[config.mk]
export PLATFORM = sky130hd
export DESIGN_NAME = stack_seq
export DESIGN_NICKNAME = d
export VERILOG_FILES = /design/src/rtl/stack_seq.sv
export SDC_FILE = /design/constraint.sdc
export NUM_CORES = 1
export LEC_CHECK = 0
export CELL_PAD_IN_SITES_DETAIL_PLACEMENT = 1
export CELL_PAD_IN_SITES_GLOBAL_PLACEMENT = 1
export CORE_MARGIN = 4
export CORE_UTILIZATION = 30
export DETAILED_ROUTE_END_ITERATION = 8
export PLACE_DENSITY = 0.68
export SLEW_MARGIN = 20
export SYNTH_ARGS = -nofsm -noshare
export SYNTH_HDL_FRONTEND = slang
export SYNTH_SLANG_ARGS = --single-unit
[constraint.sdc]
create_clock -name clk -period 1.65 [get_ports clk]
set_input_delay 0.165 -clock clk [delete_from_list [all_inputs] [get_ports clk]]
set_output_delay 0.165 -clock clk [all_outputs]
set_load 0.02 [all_outputs]
[src/rtl/stack_seq.sv]
// Stack-access sequencer: owns the 6502 stack pointer and runs 1-3 byte push/pull bursts to page 1.
// Optional sticky wrap flag is built when STACK_WRAP_FLAG_EN is defined.
module stack_seq #(
    parameter int          DATA_W     = 8,
    parameter logic [7:0]  STACK_PAGE = 8'h01,
    parameter logic [7:0]  SP_RESET   = 8'hFD
) (
    input  logic                  clk,
    input  logic                  rst_n,
    input  logic                  start,
    input  logic                  dir,
    input  logic [1:0]            count,
    input  logic [3*DATA_W-1:0]   push_data,
    output logic [3*DATA_W-1:0]   pull_data,
    output logic                  busy,
    output logic                  done,
    output logic [7:0]            sp,
    input  logic                  sp_load,
    input  logic [7:0]            sp_load_val,
    output logic [15:0]           mem_addr,
    output logic [DATA_W-1:0]     mem_wdata,
    output logic                  mem_we,
    output logic                  mem_re,
    input  logic [DATA_W-1:0]     mem_rdata,
    input  logic                  mem_ready,
    output logic                  sp_wrap
);

    typedef enum logic [1:0] {
        S_IDLE = 2'd0,
        S_XFER = 2'd1,
        S_DONE = 2'd2
    } state_t;

    state_t                state_q, state_d;
    logic [7:0]            sp_q, sp_d;
    logic [1:0]            idx_q, idx_d;
    logic [1:0]            cnt_q, cnt_d;
    logic                  dir_q, dir_d;
    logic [3*DATA_W-1:0]   push_q, push_d;
    logic [3*DATA_W-1:0]   pull_q, pull_d;
    logic                  wrap_set;
    logic                  load_ok;
    logic                  xfer;
    logic [7:0]            sp_inc;
    logic [1:0]            push_sel;

    assign xfer     = (state_q == S_XFER);
    assign sp_inc   = sp_q + 8'd1;
    // Push sends the highest requested byte first, so index counts down from cnt-1.
    assign push_sel = cnt_q - 2'd1 - idx_q;
    assign load_ok  = sp_load && !xfer;

    always_comb begin
        state_d  = state_q;
        sp_d     = sp_q;
        idx_d    = idx_q;
        cnt_d    = cnt_q;
        dir_d    = dir_q;
        push_d   = push_q;
        pull_d   = pull_q;
        wrap_set = 1'b0;
        case (state_q)
            S_IDLE, S_DONE: begin
                state_d = S_IDLE;
                if (sp_load) begin
                    sp_d = sp_load_val;
                end
                if (start && (count != 2'd0)) begin
                    state_d = S_XFER;
                    dir_d   = dir;
                    cnt_d   = count;
                    idx_d   = 2'd0;
                    if (dir) begin
                        push_d = push_data;
                    end else begin
                        pull_d = '0;
                    end
                end
            end
            S_XFER: begin
                if (mem_ready) begin
                    idx_d = idx_q + 2'd1;
                    if (dir_q) begin
                        sp_d     = sp_q - 8'd1;
                        wrap_set = (sp_q == 8'h00);
                    end else begin
                        sp_d     = sp_inc;
                        wrap_set = (sp_q == 8'hFF);
                        pull_d[idx_q*DATA_W +: DATA_W] = mem_rdata;
                    end
                    if (idx_q == cnt_q - 2'd1) begin
                        state_d = S_DONE;
                    end
                end
            end
            default: state_d = S_IDLE;
        endcase
    end

    always_ff @(posedge clk or negedge rst_n) begin
        if (!rst_n) begin
            state_q <= S_IDLE;
            sp_q    <= SP_RESET;
            idx_q   <= 2'd0;
            cnt_q   <= 2'd0;
            dir_q   <= 1'b0;
            pull_q  <= '0;
        end else begin
            state_q <= state_d;
            sp_q    <= sp_d;
            idx_q   <= idx_d;
            cnt_q   <= cnt_d;
            dir_q   <= dir_d;
            pull_q  <= pull_d;
        end
    end

    // Push bytes are only consumed while dir_q says push, so they need no reset.
    always_ff @(posedge clk) begin
        push_q <= push_d;
    end

`ifdef STACK_WRAP_FLAG_EN
    logic wrap_q, wrap_d;

    always_comb begin
        wrap_d = wrap_q;
        if (wrap_set) begin
            wrap_d = 1'b1;
        end else if (load_ok) begin
            wrap_d = 1'b0;
        end
    end

    always_ff @(posedge clk or negedge rst_n) begin
        if (!rst_n) begin
            wrap_q <= 1'b0;
        end else begin
            wrap_q <= wrap_d;
        end
    end

    assign sp_wrap = wrap_q;
`else
    logic unused_wrap;
    assign unused_wrap = wrap_set ^ load_ok;
    assign sp_wrap     = 1'b0;
`endif

    always_comb begin
        mem_we    = xfer && dir_q;
        mem_re    = xfer && !dir_q;
        mem_addr  = 16'h0000;
        mem_wdata = '0;
        if (xfer) begin
            mem_addr = {STACK_PAGE, (dir_q ? sp_q : sp_inc)};
        end
        if (xfer && dir_q) begin
            mem_wdata = push_q[push_sel*DATA_W +: DATA_W];
        end
    end

    assign busy      = xfer;
    assign done      = (state_q == S_DONE);
    assign sp        = sp_q;
    assign pull_data = pull_q;

endmodule

# ---- Yosys cells after proc, flatten, opt, wreduce, memory -nomap -nowiden
# Index checks and enable logic that the tools add are counted.
# Widths: inputs -> output; s select.
dict set report word_totals {
  ff_bits 63
  in_bits 48
  out_inout_bits 61
  wordCells 59
}
dict set report op_classes {
  n_addsub 6
  eq_ne 9
  n_shift 3
  n_mux 20
  reduce_logical 14
}
# op n
set ops {}
lappend ops {{$mux 24} 4}
lappend ops {{$pmux 24 s2} 1}
lappend ops {{$mux 8} 5}
lappend ops {{$neg 5->34} 1}
lappend ops {{$shift 8x34->24 const A} 1}
lappend ops {{$shiftx 8x34->24} 1}
lappend ops {{$bwmux 24} 1}
lappend ops {{$shiftx 24x6->8} 1}
lappend ops {{$pmux 8 s2} 1}
lappend ops {{$ne 2x2->1 const B} 5}
lappend ops {{$mux 9} 1}
lappend ops {{$reduce_and 3->1} 3}
lappend ops {{$add 8x1->8 const B} 1}
lappend ops {{$mux 2} 4}
lappend ops {{$pmux 2 s2} 2}
lappend ops {{$sub 8x1->8 const B} 1}
lappend ops {{$reduce_and 5->1} 1}
lappend ops {{$reduce_and 2->1} 2}
lappend ops {{$reduce_bool 2->1} 2}
lappend ops {{$logic_and 1x1->1} 3}
lappend ops {{$add 2x1->2 const B} 1}
lappend ops {{$eq 2x1->1 const B} 1}
lappend ops {{$eq 2x2->1} 1}
lappend ops {{$eq 2x2->1 const B} 1}
lappend ops {{other kinds (7)} 7}

# ---- Longest topological paths before layout
dict set report depth {
  depth_word 6
  depth_mapped 8
  ltp_nobuf 6
}

# ---- Least setup slack after synthesis
# Ideal clock, no wire load.
dict set report synth_path {
  path_kind {register to output}
  start {reg sp_q[1] (netlist: sp[1])}
  end {out mem_addr[6]}
  t_arrival_ns 1.726
  t_required_ns 1.485
  setup_slack_ns -0.241
  stages_incl_launch_ff 7
  n_path_buf 1
  path_cell_list {dfrtp_1 > ha_1 > and4b_1 > clkbuf_1 > nand3_1 > xor2_1 > nor2_1}
}
dict set report synth_between {
  elab_chain_len 3
}
# item line
set synth_lines {}
lappend synth_lines {{start: declaration} 36} ;# logic [7:0] sp_q, sp_d;
lappend synth_lines {{start signal: assignment} 111} ;# sp_q <= sp_d;
lappend synth_lines {{$add 8x1->8} 49} ;# assign sp_inc = sp_q + 8'd1;
lappend synth_lines {{$mux 8} 157} ;# mem_addr = {STACK_PAGE, (dir_q ? sp_q : sp_inc)};
lappend synth_lines {{$mux 9} 156} ;# if (xfer) begin
lappend synth_lines {{end: declaration} 20} ;# output logic [15:0] mem_addr,
# Every way passes these cells.

# ---- Worst setup path after layout
dict set report layout_path {
  start {reg cnt_q[1]}
  end {out mem_wdata[1]}
}
dict set report layout_between {
  elab_chain_len 4
}
# item line
set layout_lines {}
lappend layout_lines {{start: declaration} 38} ;# logic [1:0] cnt_q, cnt_d;
lappend layout_lines {{start signal: assignment} 113} ;# cnt_q <= cnt_d;
lappend layout_lines {{$sub 2x1->2} 51} ;# assign push_sel = cnt_q - 2'd1 - idx_q;
lappend layout_lines {{$sub 2x2->2} 51}
lappend layout_lines {{$shiftx 24x6->8} 160} ;# mem_wdata = push_q[push_sel*DATA_W +: DATA_W];
lappend layout_lines {{$mux 8} 159} ;# if (xfer && dir_q) begin
lappend layout_lines {{end: declaration} 21} ;# output logic [DATA_W-1:0] mem_wdata,
# Every way passes these cells.

==> summary.md <==
| Metric | Value |
|---|---|
| H-tree depth reported by CTS | 3 |
| Total power divided by cell area | between 2000 and 2500 mW/mm^2 |
| Die outline area | around 0.013 sq mm |
| Min setup slack post-route | -535 ps |
| Register bit count reported by yosys | 63 |
| Final non-filler cell area | roughly 0.0060 sq mm |
| Library cell with the largest summed area after synthesis | sky130_fd_sc_hd__dfrtp_1 |
| Maximum number of pins on one net before global-route repair | 25 |
| Worst skew pair latency | around 330 ps |
| Number of warnings issued by yosys | 0 |
| WP data required | 1480 ps |
| Status | finished with violations |
| Data arrival time of the critical path | ~2000 ps |
| Net count reported at finish | around 560 |
| TritonCTS buffer count | 9 |
| Origin of the worst setup path | cnt_q[1] |
| Count of nets left with antenna violations after detail routing | 0 |
| Total standard cell area after synthesis | about 0.0035 sq mm |
| Max rail drop VDD | 1.04 mV |
| Placeable Area | between 0.01 and 0.015 sq mm |
| Post-synth EDFFs | 24 |
| Initial drt markers | between 100 and 150 |
| LEAKAGE | approximately 2.6 nW |
| Met1 Resource Use GR | a little over a fifth |
| Detail-routed net length per standard cell | roughly 18 um |
| Startpoint type of the worst setup path | register |
| Setup-failing EPs final | 39 |
| Largest fanout of any net on the critical path | 12 |
| Detail-routed via count per cell | approximately 4.8 |
| Final min period | 2190 ps |
| Port Buffers | 100 |
| CTS sink count | 63 |
| Path type of the worst setup path | register to output pin |
| Async set-reset flop share out of synthesis | 61.9% |
| Top cells by area in the synthesized netlist | sky130_fd_sc_hd__dfrtp_1 23%, sky130_fd_sc_hd__edfxtp_1 21%, sky130_fd_sc_hd__mux2i_1 7.8% |
| Layout cells sized above 1 | approximately two fifths |
| Fraction of the yosys area taken by sequential cells | between 40% and 50% |
| Leading cell type in the layout, fill and taps excluded | sky130_fd_sc_hd__clkdlybuf4s50_1 |
| Max-cap violation count | 0 |
| Type of element capturing the critical path | output pin |
| Area growth from synthesis to layout | 72.5% |
| Share of the synthesized area in the top cell type | between 20% and 30% |
| Worst-case register-to-register setup slack | -120 ps |
| Number of hold violations in the final report | 0 |
| Hold slack final | approximately 330 ps |
| Detailed-router iteration count before antenna repair | 4 |
| Gr ovfl total | 0 |
| Filler Cell Count | between 1,000 and 1,500 |
| Highest-count cells in the layout ignoring fill and taps | 70 x sky130_fd_sc_hd__clkdlybuf4s50_1, 54 x sky130_fd_sc_hd__buf_4, 39 x sky130_fd_sc_hd__nand2_1 |
| Worst min-delay path class | primary input to asynchronous set/reset pin |
| Vias in the first global route | 3,403 |
| First-pass GRT wire length | 17,800 um |
| Cell count after synthesis | around 320 |
| Slew headroom | 65.8% |
| Clock tree from TritonCTS | built |
| Upper clock frequency limit | 458 MHz |
| Setup TNS | -7970 ps |
| CTS clk-pin slew, worst paths | about 60 ps |
| Residual DRC | 0 |
| DP Worst Slack | -731 ps |
| RSZ-0062 raised after global routing | true |
| Die height | ~120 um |
| Detailed-placement wirelength estimate | just over 8000 um |
| Met2 layer usage reported by global route | between 30% and 40% |
| Met3 routing resource usage after global routing | between 2 and 3% |
| Detailed Route WL | between 10,000 and 15,000 um |
| Post-detailed-placement cell area | 0.00508 sq mm |
| Number of distinct library cells after synthesis | between 50 and 60 |
| Pins over their slew limit | 0 |
| Diodes inserted | 0 |
| Final clock period utilization by the worst path | 132% |
| Most used routing layer in global routing | met2 |
| DR vias | between 3,000 and 4,000 |
| Slew of the pin with the lowest slew margin | 509 ps |
| Final weighted congestion in routability-driven placement | between 0.7 and 0.8 |
| Total I/O pin count | 109 |
| Finished Core Util | about 54% |
| Die boundary width | ~120 um |
| Initial standard-cell utilization of the core | between 30% and 40% |
| Mapped Avg Cell Area | ~11 sq um |
| Violated checks | setup timing |
| Root buffer selected by CTS | sky130_fd_sc_hd__clkbuf_16 |
| Beginning of the worst register-to-register path | sp[0] |
| Final worst clock skew | 6.00 ps |
| Top flip-flop cell by instance count after synthesis | sky130_fd_sc_hd__dfrtp_1 |
| Row count | 38 |
| Maximum clock insertion buffer count | 2 |
| Number of antenna violations at the first check in global routing | 0 |
| Total routing resource utilization after global routing | between 10% and 20% |
==> layout make-up <==
cell class | instances | area, sq um | share of cell area, %
tap | 140 | 175 | 2.93
inverter | 36 | 140 | 2.35
clock inverter | 7 | 120 | 2.01
sequential | 63 | 1710 | 28.6
clock buffer | 9 | 225 | 3.77
timing repair buffer | 183 | 1760 | 29.4
multi-input combinational | 209 | 1840 | 30.9
==> state kept, by name, summed over array words and instances, names as in the netlist <==
name / count
sp: 8
idx_q: 2
state_q: 2
pull_data: 24
dir_q: 1
cnt_q: 2
push_q: 24
==> metal layers <==
layer  part of all wire, %  vias up
met5                     0        -
li1                      -     1465
met2                    54       63
met4                   1.3        0
met1                    42     1546
met3                   3.0       11
==> through the flow <==
step / std cells / power [W]
6_report: 647 / 0.0130
5_1_grt: 647 / 0.0137
4_1_cts: 637 / 0.0124
3_5_place_dp: 605 / 0.00942
3_3_place_gp: 605 / 0.00918
2_1_floorplan: 331 / 0.00633
==> synth_stat cells (2+ instances only) <==
cell                        number
sky130_fd_sc_hd__nand2_1        41
sky130_fd_sc_hd__inv_1          35
sky130_fd_sc_hd__dfrtp_1        32
sky130_fd_sc_hd__mux2i_1        27
sky130_fd_sc_hd__edfxtp_1       24
sky130_fd_sc_hd__o21ai_1        15
sky130_fd_sc_hd__nor2_1         14
sky130_fd_sc_hd__buf_4          10
sky130_fd_sc_hd__a41o_1          8
sky130_fd_sc_hd__nand2b_1        8
sky130_fd_sc_hd__a211oi_1        7
sky130_fd_sc_hd__buf_2           7
sky130_fd_sc_hd__dfstp_2         7
sky130_fd_sc_hd__ha_1            7
sky130_fd_sc_hd__o21ai_0         6
sky130_fd_sc_hd__xor2_1          5
sky130_fd_sc_hd__a21oi_1         4
sky130_fd_sc_hd__buf_6           4
sky130_fd_sc_hd__mux2_2          4
sky130_fd_sc_hd__nand3_1         4
sky130_fd_sc_hd__a32oi_1         3
sky130_fd_sc_hd__clkbuf_1        3
sky130_fd_sc_hd__nand3_2         3
sky130_fd_sc_hd__nand3b_1        3
sky130_fd_sc_hd__xnor2_1         3
sky130_fd_sc_hd__a211oi_2        2
sky130_fd_sc_hd__a21o_1          2
sky130_fd_sc_hd__and2_1          2
sky130_fd_sc_hd__and3_1          2
sky130_fd_sc_hd__nor2b_1         2
sky130_fd_sc_hd__nor3_1          2
sky130_fd_sc_hd__o211ai_1        2
sky130_fd_sc_hd__o21bai_1        2
sky130_fd_sc_hd__o2bb2ai_1       2
==> path summary, 6_finish.rpt <==
path                                 to  depth (start not counted)
max reg2reg                       sp[2]                          9
max in group asynchronous  pull_data[8]                          3
min reg2reg                pull_data[1]                          2
min in group clk              push_q[4]                          1
min                               dir_q                          2
max                        mem_wdata[1]                          6
==> worst max-delay path: stages (launching register included) <==
cell and delay, ps:
sky130_fd_sc_hd__dfrtp_1 390, sky130_fd_sc_hd__xor3_2 450, sky130_fd_sc_hd__xnor2_4 160, sky130_fd_sc_hd__buf_12 150
sky130_fd_sc_hd__buf_4 140, sky130_fd_sc_hd__a41o_4 270, sky130_fd_sc_hd__buf_6 130
==> logic make-up after synthesis <==
family                   share of synthesized area, %
multiplexers                                     9.11
buffers and inverters                            8.71
XOR/XNOR                                         3.54
flip-flops                                       49.3
adder cells (fa/ha/maj)                          2.53
AND/OR/NAND/NOR                                  14.5
other                                           0.108
AO/OA/AOI/OAI                                    12.3
==> what timing repair did <==
item                                    CTS  global route
pin swaps                                18            23
buffers inserted                         17            14
cloned                                    1             0
hold endpoints to repair                  8             0
hold buffers                              1             0
endpoints found under the setup margin   83            50
gates resized for setup                 158            55
==> where the power goes <==
part           switching (W)  internal [W]  leakage, nW  total [W]
Clock               0.000739       0.00148        0.168    0.00222
Combinational        0.00416       0.00430         1.70    0.00847
Sequential          0.000304       0.00203        0.721    0.00233
No activity file was read; power rests on OpenSTA's default activity.
